[src/rtl/uart_const_baud_rx_if.sv]
// Serial-receive bundle between the RX pin side and the byte consumer.
// The receiver drives through the slave modport; the environment through master.
interface uart_const_baud_rx_if;
  // rx_done is a valid-only strobe with no ready: the consumer must take rx_data
  // in the single cycle rx_done is high, as the receiver cannot be stalled.
  logic       rx;
  logic [7:0] rx_data;
  logic       rx_done;
  logic       frame_err;
  logic       rx_idle;
  logic [2:0] state_dbg;

  modport master (
    output rx,
    input  rx_data, rx_done, frame_err, rx_idle, state_dbg
  );

  modport slave (
    input  rx,
    output rx_data, rx_done, frame_err, rx_idle, state_dbg
  );
endinterface

[src/rtl/uart_const_baud_rx.sv]
// Fixed-baud 8N1 UART receiver: mid-bit sampling, one byte per frame with a 1-cycle strobe.
// Optional UART_RX_MAJORITY_EN: 2-of-3 vote around each sample point, decisions 1 cycle later.
module uart_const_baud_rx #(
  parameter int unsigned clock_freq  = 100_000_000,
  parameter int unsigned baud_rate   = 115200,
  parameter int unsigned baud_limit  = clock_freq / baud_rate,
  parameter int unsigned limit_width = $clog2(baud_limit + 1)
) (
  input  logic                clk,
  input  logic                rst,
  uart_const_baud_rx_if.slave bus
);

  typedef enum logic [2:0] {
    S_IDLE      = 3'd0,
    S_START     = 3'd1,
    S_DATA      = 3'd2,
    S_STOP      = 3'd3,
    S_WAIT_HIGH = 3'd4
  } state_t;

  localparam int unsigned HALF = baud_limit / 2;
  localparam logic [limit_width-1:0] CNT_ONE  = limit_width'(1);
  localparam logic [limit_width-1:0] CNT_LAST = limit_width'(baud_limit - 1);

  // The counter is cleared on the edge cycle E, so count k is seen at E+1+k.
`ifdef UART_RX_MAJORITY_EN
  localparam logic [limit_width-1:0] START_HIT = limit_width'(HALF);
`else
  localparam logic [limit_width-1:0] START_HIT = limit_width'(HALF - 1);
`endif

  state_t                 state_q, state_d;
  logic [limit_width-1:0] cnt_q, cnt_d;
  logic [2:0]             bit_q, bit_d;
  logic [7:0]             shift_q, shift_d;
  logic [7:0]             data_q, data_d;
  logic                   done_q, done_d;
  logic                   err_q, err_d;
  logic                   rx_s1_q, rx_s_q, rx_d_q;
  logic                   sample_bit;

`ifdef UART_RX_MAJORITY_EN
  logic rx_d2_q;

  always_ff @(posedge clk) begin
    if (rst) rx_d2_q <= 1'b1;
    else     rx_d2_q <= rx_d_q;
  end

  assign sample_bit = (rx_s_q & rx_d_q) | (rx_s_q & rx_d2_q) | (rx_d_q & rx_d2_q);
`else
  assign sample_bit = rx_s_q;
`endif

  always_ff @(posedge clk) begin
    if (rst) begin
      state_q <= S_IDLE;
      cnt_q   <= '0;
      bit_q   <= '0;
      shift_q <= '0;
      data_q  <= '0;
      done_q  <= 1'b0;
      err_q   <= 1'b0;
      rx_s1_q <= 1'b1;
      rx_s_q  <= 1'b1;
      rx_d_q  <= 1'b1;
    end else begin
      state_q <= state_d;
      cnt_q   <= cnt_d;
      bit_q   <= bit_d;
      shift_q <= shift_d;
      data_q  <= data_d;
      done_q  <= done_d;
      err_q   <= err_d;
      rx_s1_q <= bus.rx;
      rx_s_q  <= rx_s1_q;
      rx_d_q  <= rx_s_q;
    end
  end

  always_comb begin
    state_d = state_q;
    cnt_d   = cnt_q;
    bit_d   = bit_q;
    shift_d = shift_q;
    data_d  = data_q;
    done_d  = 1'b0;
    err_d   = 1'b0;
    case (state_q)
      S_IDLE: begin
        cnt_d = '0;
        bit_d = '0;
        if (rx_d_q && !rx_s_q) state_d = S_START;
      end
      S_START: begin
        if (cnt_q == START_HIT) begin
          cnt_d   = '0;
          state_d = sample_bit ? S_IDLE : S_DATA;
        end else begin
          cnt_d = cnt_q + CNT_ONE;
        end
      end
      S_DATA: begin
        if (cnt_q == CNT_LAST) begin
          cnt_d   = '0;
          shift_d = {sample_bit, shift_q[7:1]};
          bit_d   = bit_q + 3'd1;
          if (bit_q == 3'd7) state_d = S_STOP;
        end else begin
          cnt_d = cnt_q + CNT_ONE;
        end
      end
      S_STOP: begin
        // Leaving at mid-stop gives half a bit of slack to catch a gapless next start.
        if (cnt_q == CNT_LAST) begin
          cnt_d = '0;
          if (sample_bit) begin
            data_d  = shift_q;
            done_d  = 1'b1;
            state_d = S_IDLE;
          end else begin
            err_d   = 1'b1;
            state_d = S_WAIT_HIGH;
          end
        end else begin
          cnt_d = cnt_q + CNT_ONE;
        end
      end
      S_WAIT_HIGH: begin
        cnt_d = '0;
        if (rx_s_q) state_d = S_IDLE;
      end
      default: begin
        state_d = S_IDLE;
        cnt_d   = '0;
        bit_d   = '0;
      end
    endcase
  end

  assign bus.rx_data   = data_q;
  assign bus.rx_done   = done_q;
  assign bus.frame_err = err_q;
  assign bus.rx_idle   = (state_q == S_IDLE);
  assign bus.state_dbg = state_q;

endmodule

[src/flat_wrapper.sv]
// flat-port wrapper written by rule: the top's interface ports become plain ports
module uart_const_baud_rx_flat 
#(
  parameter int unsigned clock_freq  = 100_000_000,
  parameter int unsigned baud_rate   = 115200,
  parameter int unsigned baud_limit  = clock_freq / baud_rate,
  parameter int unsigned limit_width = $clog2(baud_limit + 1)
)
  (clk, rst, bus_rx, bus_rx_data, bus_rx_done, bus_frame_err, bus_rx_idle, bus_state_dbg);
  uart_const_baud_rx_if bus_i ();
  input  logic clk;
  input  logic rst;
  input wire logic [$bits(bus_i.rx)-1:0] bus_rx;
  output wire logic [$bits(bus_i.rx_data)-1:0] bus_rx_data;
  output wire logic [$bits(bus_i.rx_done)-1:0] bus_rx_done;
  output wire logic [$bits(bus_i.frame_err)-1:0] bus_frame_err;
  output wire logic [$bits(bus_i.rx_idle)-1:0] bus_rx_idle;
  output wire logic [$bits(bus_i.state_dbg)-1:0] bus_state_dbg;
  assign bus_i.rx = bus_rx;
  assign bus_rx_data = bus_i.rx_data;
  assign bus_rx_done = bus_i.rx_done;
  assign bus_frame_err = bus_i.frame_err;
  assign bus_rx_idle = bus_i.rx_idle;
  assign bus_state_dbg = bus_i.state_dbg;
  uart_const_baud_rx #(.clock_freq(clock_freq), .baud_rate(baud_rate), .baud_limit(baud_limit), .limit_width(limit_width)) u_core (.clk(clk), .rst(rst), .bus(bus_i));
endmodule
[config.mk]
export PLATFORM = sky130hd
export DESIGN_NAME = uart_const_baud_rx_flat
export DESIGN_NICKNAME = d
export VERILOG_FILES = /design/src/rtl/uart_const_baud_rx_if.sv /design/src/rtl/uart_const_baud_rx.sv /design/src/flat_wrapper.sv
export SDC_FILE = /design/constraint.sdc
export NUM_CORES = 1
export LEC_CHECK = 0
export BUFFER_PORTS_ARGS = -buffer_cell sky130_fd_sc_hd__buf_4
export CORE_MARGIN = 1.5
export CORE_UTILIZATION = 56
export CTS_BUF_LIST = sky130_fd_sc_hd__clkbuf_8 sky130_fd_sc_hd__clkbuf_16
export CTS_CLUSTER_DIAMETER = 80
export CTS_CLUSTER_SIZE = 12
export DETAILED_ROUTE_END_ITERATION = 16
export GPL_TIMING_DRIVEN = 1
export PLACE_DENSITY_LB_ADDON = 0.2
export SYNTH_ARGS = -nofsm -noshare
export SYNTH_HDL_FRONTEND = slang
export SYNTH_SLANG_ARGS = --single-unit
[constraint.sdc]
create_clock -name clk -period 2.2 [get_ports clk]
set_clock_uncertainty 0.15 [all_clocks]
set_input_delay 0.22 -clock clk [delete_from_list [all_inputs] [get_ports clk]]
set_output_delay 0.22 -clock clk [all_outputs]
set_load 0.05 [all_outputs]
==> results.toml, run 1 <==
[cts]
clock-sinks = 37
worstSkewPairLatency_ns = 0.29
cts_buffers = 5
htreeDepth = 2
cts-resized-gates = 0
cts-root-buf = "clkbuf_8"
cts_tree = "yes"
path_clk_slew_ns = 0.07
clk_path_buf_depth = 2

[route]
firstDrtPassIters = 4
wire_per_inst_um = 13.3
drc = 0
drt-initial-drc-count = 48
routed_wl_um = 2890
viasPerCell = 5.60
route.vias.total = 1215
ant_nets = 0

[setup_path]
crit_chain = "or3b_4, o31a_1, a221oi_2, mux2_1"
r2r_end = "u_core.bus.state_dbg[1]"
cp-start-kind = "flip-flop"
path_class = "flip-flop to flip-flop"
endpoint_kind = "flip-flop"
reg2reg_from = "u_core.cnt_q[3]"
cp_data_arrival_time_ns = 2.07
crit_fanout = 4
worstPathRequired_ns = 2.23
worst-r2r-setup-slack_ns = 0.16
r2r_cells = 4
slowest_stage = "or3b_4"
max_stage_delay_ns = 0.43

[synth]
synth_nets = 171
synth.avg_cell_area_um2 = 9.62
yosysSeqAreaShare = 0.469
synth_area_mm2 = 0.00158
synthFlopType = "dfxtp_1"
synthCells = 164
synth_seq_cells = 37
ys_warn_count = 0
async_flop_share = 0
synth_edf_count = 0
ys_types = 36

[placement]
place_area_mm2 = 0.00176
gp_congestion = 0.735
dp_hpwl_um = 2040
io_buffers = 16

[timing]
setup_viol = 0
maxSlewViolCount = 0
rsz0062_at_grt = "false"
worstMarginPinSlew_ns = 0.457
fin_tns_setup_ns = 0
finalCritPeriodShare = 0.927
slew-limit-headroom = 0.695
final_hold_viol_count = 0
fmax_mhz = 490
finalWorstPathRequiredPeriod_ns = 2.04

[finish]
areaGrowthSynthToFinish_pct = 19.7
final_common_cell = "dfxtp_1"
fillers = 224
design_area_mm2 = 0.00189
diodes = 0
layout-drive-gt1-share = 0.199
fin_nets = 192
layout_common_cells = "37 x dfxtp_1, 35 x nor2_1, 19 x buf_4, 17 x mux2i_1, 6 x clkbuf_8"

[global_route]
antenna_found_initial = 0
grt_overflow = 0
first_global_vias = 1119
grt_pass1_wl_um = 4930
grtUsageTotal = 0.202
grt_start_max_net_pins = 31

[hold_path]
worst_hold_path.endpoint = "u_core.bus.state_dbg[2]"
hold_depth = 2
hp-start = "rst"
hold_path_class = "primary input to flip-flop"

[run_status]
run_status = "finished clean"

[power_and_ir_drop]
max-vdd-ir-drop_mv = 0.634
power_leakage_nw = 0.701
power_density_mw_per_mm2 = 706

[floorplanning]
die_y_um = 56.1
boundaryPins = 17
rows = 19
die_area_mm2 = 0.00314
core_area_mm2 = 0.00271
start_util = 0.582
die_w_um = 56.1

[run]
cap_viol_max_count = 0
where the power goes:
group | switching, mW | total [mW] | internal (mW)
Sequential | 0.00558 | 0.679 | 0.673
Combinational | 0.0278 | 0.0450 | 0.0172
Clock | 0.242 | 0.610 | 0.368
Total | 0.275 | 1.33 | 1.06
worst max-delay path by stage:
stage	from	endpoint	slack, ns	cells past startpoint
2_1_floorplan	u_core.bus.state_dbg[0]	u_core.bus.rx_data[5]	0.14	6
3_3_place_gp	u_core.cnt_q[2]	u_core.bus.state_dbg[1]	0.19	4
3_5_place_dp	u_core.cnt_q[2]	u_core.bus.rx_data[1]	0.17	6
4_1_cts	u_core.cnt_q[2]	u_core.bus.state_dbg[1]	0.17	4
5_1_grt	u_core.cnt_q[2]	u_core.bus.rx_data[0]	0.06	6
6_report	u_core.cnt_q[3]	u_core.bus.state_dbg[1]	0.16	4
layer usage:
metal  up-vias  share of wire  GRT usage
met5         -              0          0
li1        603              -          -
met2        23           0.49      0.319
met3         8          0.040     0.0698
met1       581           0.44      0.247
met4         0          0.023     0.0918
what timing repair did:
action | 4_1_cts | 5_1_grt
endpoints found under the hold margin | 1 | 0
hold buffers | 1 | 0
buffers inserted | 0 | 0
critical path: cells and delay by family, from the launching register on:
kind	cells	cell delay, ns
flip-flops	1	0.35
AND/OR/NAND/NOR	1	0.43
multiplexers	1	0.33
AO/OA/AOI/OAI	2	0.66
registers in the layout, summed over array words and instances, names as in the netlist:
| name | flops |
|---|---|
| u_core.bit_q | 3 |
| u_core.bus.frame_err | 1 |
| u_core.bus.rx_data | 8 |
| u_core.bus.rx_done | 1 |
| u_core.bus.state_dbg | 3 |
| u_core.cnt_q | 10 |
| u_core.rx_d_q | 1 |
| u_core.rx_s1_q | 1 |
| u_core.rx_s_q | 1 |
| u_core.shift_q | 8 |
cell type report:
cell class                 instances  area [µm²]  area share
inverter                           2        7.51     0.00397
timing repair buffer              22         193       0.102
sequential                        37         741       0.392
clock inverter                     2        37.5      0.0199
clock buffer                       6        82.6      0.0437
tap                               31        38.8      0.0205
multi-input combinational        117         790       0.418
metrics by stage:
step                      total power, mW  cells  hold slack [ns]  setup slack (ns)   util
after global placement              0.737    208            0.249             0.189  0.649
after floorplan                     0.727    164            0.174             0.136      -
after global routing                 1.37    217            0.137            0.0556  0.697
after detailed placement            0.738    208            0.250             0.174  0.649
after CTS                            1.35    217            0.121             0.170  0.697
final                                1.33    217            0.130             0.161  0.697
cell families after synthesis:
kind of cell             synth area share
multiplexers                        0.115
flip-flops                          0.469
adder cells (fa/ha/maj)            0.0317
AO/OA/AOI/OAI                      0.0809
AND/OR/NAND/NOR                     0.225
buffers and inverters              0.0333
XOR/XNOR                           0.0444
Yosys cell counts (all sizes together) (2+ instances only):
cell type	instances	area share
and3	3	0.012
dfxtp	37	0.47
mux2i	17	0.11
ha	4	0.032
nand2	4	0.0095
o21bai	2	0.0095
nor2b	3	0.012
xor2	4	0.022
a21oi	2	0.0063
o21ai	3	0.012
a22o	2	0.011
buf	2	0.014
xnor2	4	0.022
nor2	35	0.083
clkbuf	6	0.014
nand4b	3	0.017
nand3	5	0.016
inv	2	0.0048
or2	3	0.012
nor3	6	0.022
nand2b	4	0.016
Note: power is estimated with default switching activity, not from simulation.
==> inputs of run 2 (changes only) <==
--- a/config.mk
+++ b/config.mk
@@ -6,7 +6,7 @@
 export NUM_CORES = 1
 export LEC_CHECK = 0
 export BUFFER_PORTS_ARGS = -buffer_cell sky130_fd_sc_hd__buf_4
-export CORE_MARGIN = 1.5
+export CORE_MARGIN = 2
 export CORE_UTILIZATION = 56
 export CTS_BUF_LIST = sky130_fd_sc_hd__clkbuf_8 sky130_fd_sc_hd__clkbuf_16
 export CTS_CLUSTER_DIAMETER = 80
==> results.toml, run 2 (synthesis results as in run 1) <==
[run_status]
run_status = "finished clean"

[timing]
fmax_mhz = 486
worstMarginPinSlew_ns = 0.426
setup_viol = 0
rsz0062_at_grt = "false"
maxSlewViolCount = 0
slew-limit-headroom = 0.716
fin_tns_setup_ns = 0
final_hold_viol_count = 0
finalWorstPathRequiredPeriod_ns = 2.06
finalCritPeriodShare = 0.934

[finish]
diodes = 0
final_common_cell = "dfxtp_1"
fin_nets = 192
layout-drive-gt1-share = 0.199
areaGrowthSynthToFinish_pct = 19.7
fillers = 232
design_area_mm2 = 0.00189
top_register = "u_core.cnt_q"
layout_common_cells = "37 x dfxtp_1, 35 x nor2_1, 19 x buf_4, 17 x mux2i_1, 6 x clkbuf_8"
largest_register_ffs = 10

[floorplanning]
die_y_um = 57.1
die_w_um = 57.1
core_area_mm2 = 0.00271
start_util = 0.582
boundaryPins = 17
rows = 19
die_area_mm2 = 0.00326

[power_and_ir_drop]
max-vdd-ir-drop_mv = 0.616
power_leakage_nw = 0.701
power_density_mw_per_mm2 = 704
p_clk_frac = 0.456
swShare = 0.203
combPwrFrac = 0.034
netSwitchingPower_mw = 0.270
p_seq_frac = 0.511
p_int_mw = 1.06

[global_route]
grtUsageMet1 = 0.222
first_global_vias = 1121
grt_overflow = 0
grt_util_met2 = 0.312
grt.busiest_layer = "met2"
gr-usage-met3 = 0.0680
grtUsageTotal = 0.192
grt_start_max_net_pins = 31
grt_pass1_wl_um = 4760
antenna_found_initial = 0

[route]
ant_nets = 0
route.vias.total = 1204
routed_wl_um = 2800
wire_per_inst_um = 12.9
drt-initial-drc-count = 25
drc = 0
firstDrtPassIters = 4
viasPerCell = 5.55

[cts]
clock-sinks = 37
cts_buffers = 5
htreeDepth = 2
worstSkewPairLatency_ns = 0.29
cts-resized-gates = 0
cts-root-buf = "clkbuf_8"
clk_path_buf_depth = 2
cts_tree = "yes"
path_clk_slew_ns = 0.07

[setup_path]
worstPathRequired_ns = 2.23
path_class = "flip-flop to flip-flop"
endpoint_kind = "flip-flop"
cp_data_arrival_time_ns = 2.08
cp-start-kind = "flip-flop"
crit_fanout = 9

[placement]
dp_hpwl_um = 2050
io_buffers = 16
gp_congestion = 0.800
place_area_mm2 = 0.00176

[run]
cap_viol_max_count = 0

[hold_path]
hold_path_class = "primary input to flip-flop"
## run 2: per-layer routing
metal	share of wire	up-vias
li1	-	606
met1	0.46	569
met2	0.48	21
met3	0.038	8
met4	0.024	0
met5	0	-
## run 2: path summary, 6_finish.rpt
| path | start | to | slack (ns) | cells past startpoint |
|---|---|---|---|---|
| worst max-delay path | u_core.cnt_q[2] | u_core.bus.rx_data[2] | 0.14 | 6 |
| worst min-delay path | rst | u_core.shift_q[3] | 0.13 | 2 |
| worst max register to register | u_core.cnt_q[2] | u_core.bus.rx_data[2] | 0.14 | 6 |
| worst min register to register | u_core.rx_s1_q | u_core.rx_s_q | 0.28 | 1 |
## run 2: power by group through the flow
stage          Combinational [mW]  Sequential (mW)  Clock (mW)
6_report                   0.0447            0.679       0.606
5_1_grt                    0.0487            0.679       0.644
4_1_cts                    0.0450            0.679       0.623
3_5_place_dp               0.0434            0.695           0
3_3_place_gp               0.0427            0.694           0
2_1_floorplan              0.0318            0.695           0
## run 2: area by class of cell
cell class | count | area (µm²) | area share
Sequential cell | 37 | 741 | 0.392
Timing Repair Buffer | 22 | 193 | 0.102
Multi-Input combinational cell | 117 | 790 | 0.418
Tap cell | 31 | 38.8 | 0.0205
Inverter | 2 | 7.51 | 0.00397
Clock inverter | 2 | 37.5 | 0.0199
Clock buffer | 6 | 82.6 | 0.0437
## run 2: through the flow
stage          power [mW]  setup WS (ns)  utilization  cells  hold WS (ns)
4_1_cts              1.35          0.138        0.697    217         0.126
5_1_grt              1.37        0.00182        0.697    217         0.137
3_5_place_dp        0.738          0.141        0.649    208         0.260
2_1_floorplan       0.727          0.136            -    164         0.174
6_report             1.33          0.144        0.697    217         0.133
3_3_place_gp        0.737          0.188        0.649    208         0.248
## run 2: timing repair
action / CTS / global route
endpoints found under the hold margin: 1 / 0
setup buffers: 0 / 0
hold buffers: 1 / 0
## run 2: critical path, cell delays in order (launching register included)
cell     delay (ns)
dfxtp_1        0.37
or3b_4         0.42
nor3_2         0.30
and4_1         0.30
buf_12         0.15
mux2i_1        0.21
nor2_1         0.05
==> inputs of run 3 (changes only) <==
--- a/config.mk
+++ b/config.mk
@@ -9,11 +9,13 @@
 export CORE_MARGIN = 2
 export CORE_UTILIZATION = 56
 export CTS_BUF_LIST = sky130_fd_sc_hd__clkbuf_8 sky130_fd_sc_hd__clkbuf_16
-export CTS_CLUSTER_DIAMETER = 80
+export CTS_CLUSTER_DIAMETER = 100
 export CTS_CLUSTER_SIZE = 12
 export DETAILED_ROUTE_END_ITERATION = 16
+export GPL_ROUTABILITY_DRIVEN = 0
 export GPL_TIMING_DRIVEN = 1
 export PLACE_DENSITY_LB_ADDON = 0.2
+export REMOVE_ABC_BUFFERS = 1
 export SYNTH_ARGS = -nofsm -noshare
 export SYNTH_HDL_FRONTEND = slang
 export SYNTH_SLANG_ARGS = --single-unit
==> results.toml, run 3 (synthesis results as in run 1) <==
[floorplanning]
start_util = 0.582
boundaryPins = 17
die_y_um = 57.1
die_area_mm2 = 0.00326
core_area_mm2 = 0.00271
die_w_um = 57.1
rows = 19

[finish]
diodes = 0
largest_register_ffs = 10
layout_common_cells = "37 x dfxtp_1, 35 x nor2_1, 18 x buf_4, 17 x mux2i_1, 6 x clkbuf_8"
areaGrowthSynthToFinish_pct = 17.4
final_common_cell = "dfxtp_1"
top_register = "u_core.cnt_q"
layout-drive-gt1-share = 0.189
fin_nets = 191

[setup_path]
cp_top_family = "simple AND/OR/NAND/NOR gates"
worst-r2r-setup-slack_ns = 0.12
max_stage_delay_ns = 0.42
slowest_stage = "or3b_4"
cp-start-kind = "flip-flop"
worstPathRequired_ns = 2.23
crit_fanout = 9
r2r_end = "u_core.bus.rx_data[0]"
crit_chain = "or3b_4, nor3_2, and4_1, buf_12, mux2i_1, nor2_1"
endpoint_kind = "flip-flop"
path_class = "flip-flop to flip-flop"
cp_data_arrival_time_ns = 2.11
reg2reg_from = "u_core.cnt_q[8]"
path_buf_inv = 1
r2r_cells = 6

[cts]
cts_setup_buffers = 0
cts_buffers = 5
clock-sinks = 37
cts-root-buf = "clkbuf_8"
htreeDepth = 2
worstSkewPairLatency_ns = 0.29
cts_tree = "yes"
cts-resized-gates = 0
clk_path_buf_depth = 2
path_clk_slew_ns = 0.07

[power_and_ir_drop]
power_density_mw_per_mm2 = 657
power_leakage_nw = 0.688
p_int_mw = 0.944
p_seq_frac = 0.557
swShare = 0.224
max-vdd-ir-drop_mv = 0.723
netSwitchingPower_mw = 0.273
combPwrFrac = 0.038
total_power_mw = 1.22
p_clk_frac = 0.405

[run_status]
run_status = "finished clean"

[timing]
fin_tns_setup_ns = 0
finalWorstPathRequiredPeriod_ns = 2.08
setup_viol = 0
maxSlewViolCount = 0
finalCritPeriodShare = 0.945
final_hold_viol_count = 0
fmax_mhz = 481
rsz0062_at_grt = "false"
slew-limit-headroom = 0.713
worstMarginPinSlew_ns = 0.430

[global_route]
grt_pass1_wl_um = 4930
grt_start_max_net_pins = 31
antenna_found_initial = 0
grt_overflow = 0
grtUsageTotal = 0.197
first_global_vias = 1102

[route]
drt-initial-drc-count = 30
firstDrtPassIters = 4
routed_wl_um = 2870
viasPerCell = 5.47
drc = 0
wire_per_inst_um = 13.3
ant_nets = 0
route.vias.total = 1182

[hold_path]
hp-start = "rst"
hold_path_class = "primary input to flip-flop"
worst_hold_path.endpoint = "u_core.shift_q[4]"
hold_depth = 2

[run]
cap_viol_max_count = 0

[placement]
dp_hpwl_um = 1920
io_buffers = 16
[run 3: cell types whose count changed in the layout (fill, tap and decap cells not counted), sizes merged]
cell | previous run | this run
buf | 21 | 20
bufinv | 1 | 0
clkinv | 0 | 2
clkinvlp | 1 | 0
[run 3: repair_timing]
action,in CTS,in global routing
setup endpoints to repair,0,0
endpoints found under the hold margin,1,0
hold buffers,1,0
[run 3: final cells by class]
type | instances | area, µm²
Sequential cell | 37 | 741
Fill cell | 224 | 857
Clock inverter | 2 | 13.8
Multi-Input combinational cell | 117 | 785
Tap cell | 31 | 38.8
Clock buffer | 6 | 82.6
Inverter | 2 | 7.51
Timing Repair Buffer | 21 | 185
[run 3: worst max path at each step]
| stage | startpoint | to | slack (ns) | depth (start not counted) |
|---|---|---|---|---|
| 6_report | u_core.cnt_q[8] | u_core.bus.rx_data[0] | 0.12 | 6 |
| 5_1_grt | u_core.cnt_q[8] | u_core.bus.rx_data[7] | 0.002 | 6 |
| 4_1_cts | u_core.cnt_q[8] | u_core.bus.state_dbg[1] | 0.12 | 4 |
| 3_5_place_dp | u_core.cnt_q[8] | u_core.bus.state_dbg[1] | 0.15 | 4 |
| 3_3_place_gp | u_core.cnt_q[2] | u_core.bus.state_dbg[1] | 0.20 | 4 |
| 2_1_floorplan | u_core.bus.state_dbg[2] | bus_rx_idle | 0.1 | 1 |
[run 3: layer usage]
layer,part of all wire,vias to the layer above,global-route usage
met3,0.046,6,0.0680
met5,0,-,0
met2,0.46,20,0.300
met4,0.020,0,0.0797
met1,0.48,552,0.257
li1,-,604,-
[run 3: power groups by stage]
stage / clock (mW) / sequential [mW] / combinational, mW
after global placement: 0 / 0.694 / 0.0436
final: 0.493 / 0.678 / 0.0462
after CTS: 0.507 / 0.678 / 0.0463
after detailed placement: 0 / 0.694 / 0.0446
after global routing: 0.530 / 0.679 / 0.0508
after floorplan: 0 / 0.697 / 0.0227
[run 3: metrics by stage]
step                utilization  area (µm²)  hold slack [ns]  worst slack [ns]  instances
finish                    0.684        1850            0.131             0.121        216
floorplan                     -        1530            0.142            0.0956        156
CTS                       0.684        1850            0.126             0.118        216
global route              0.684        1850            0.146           0.00208        216
detailed placement        0.645        1750            0.245             0.152        207
global placement          0.645        1750            0.244             0.198        207
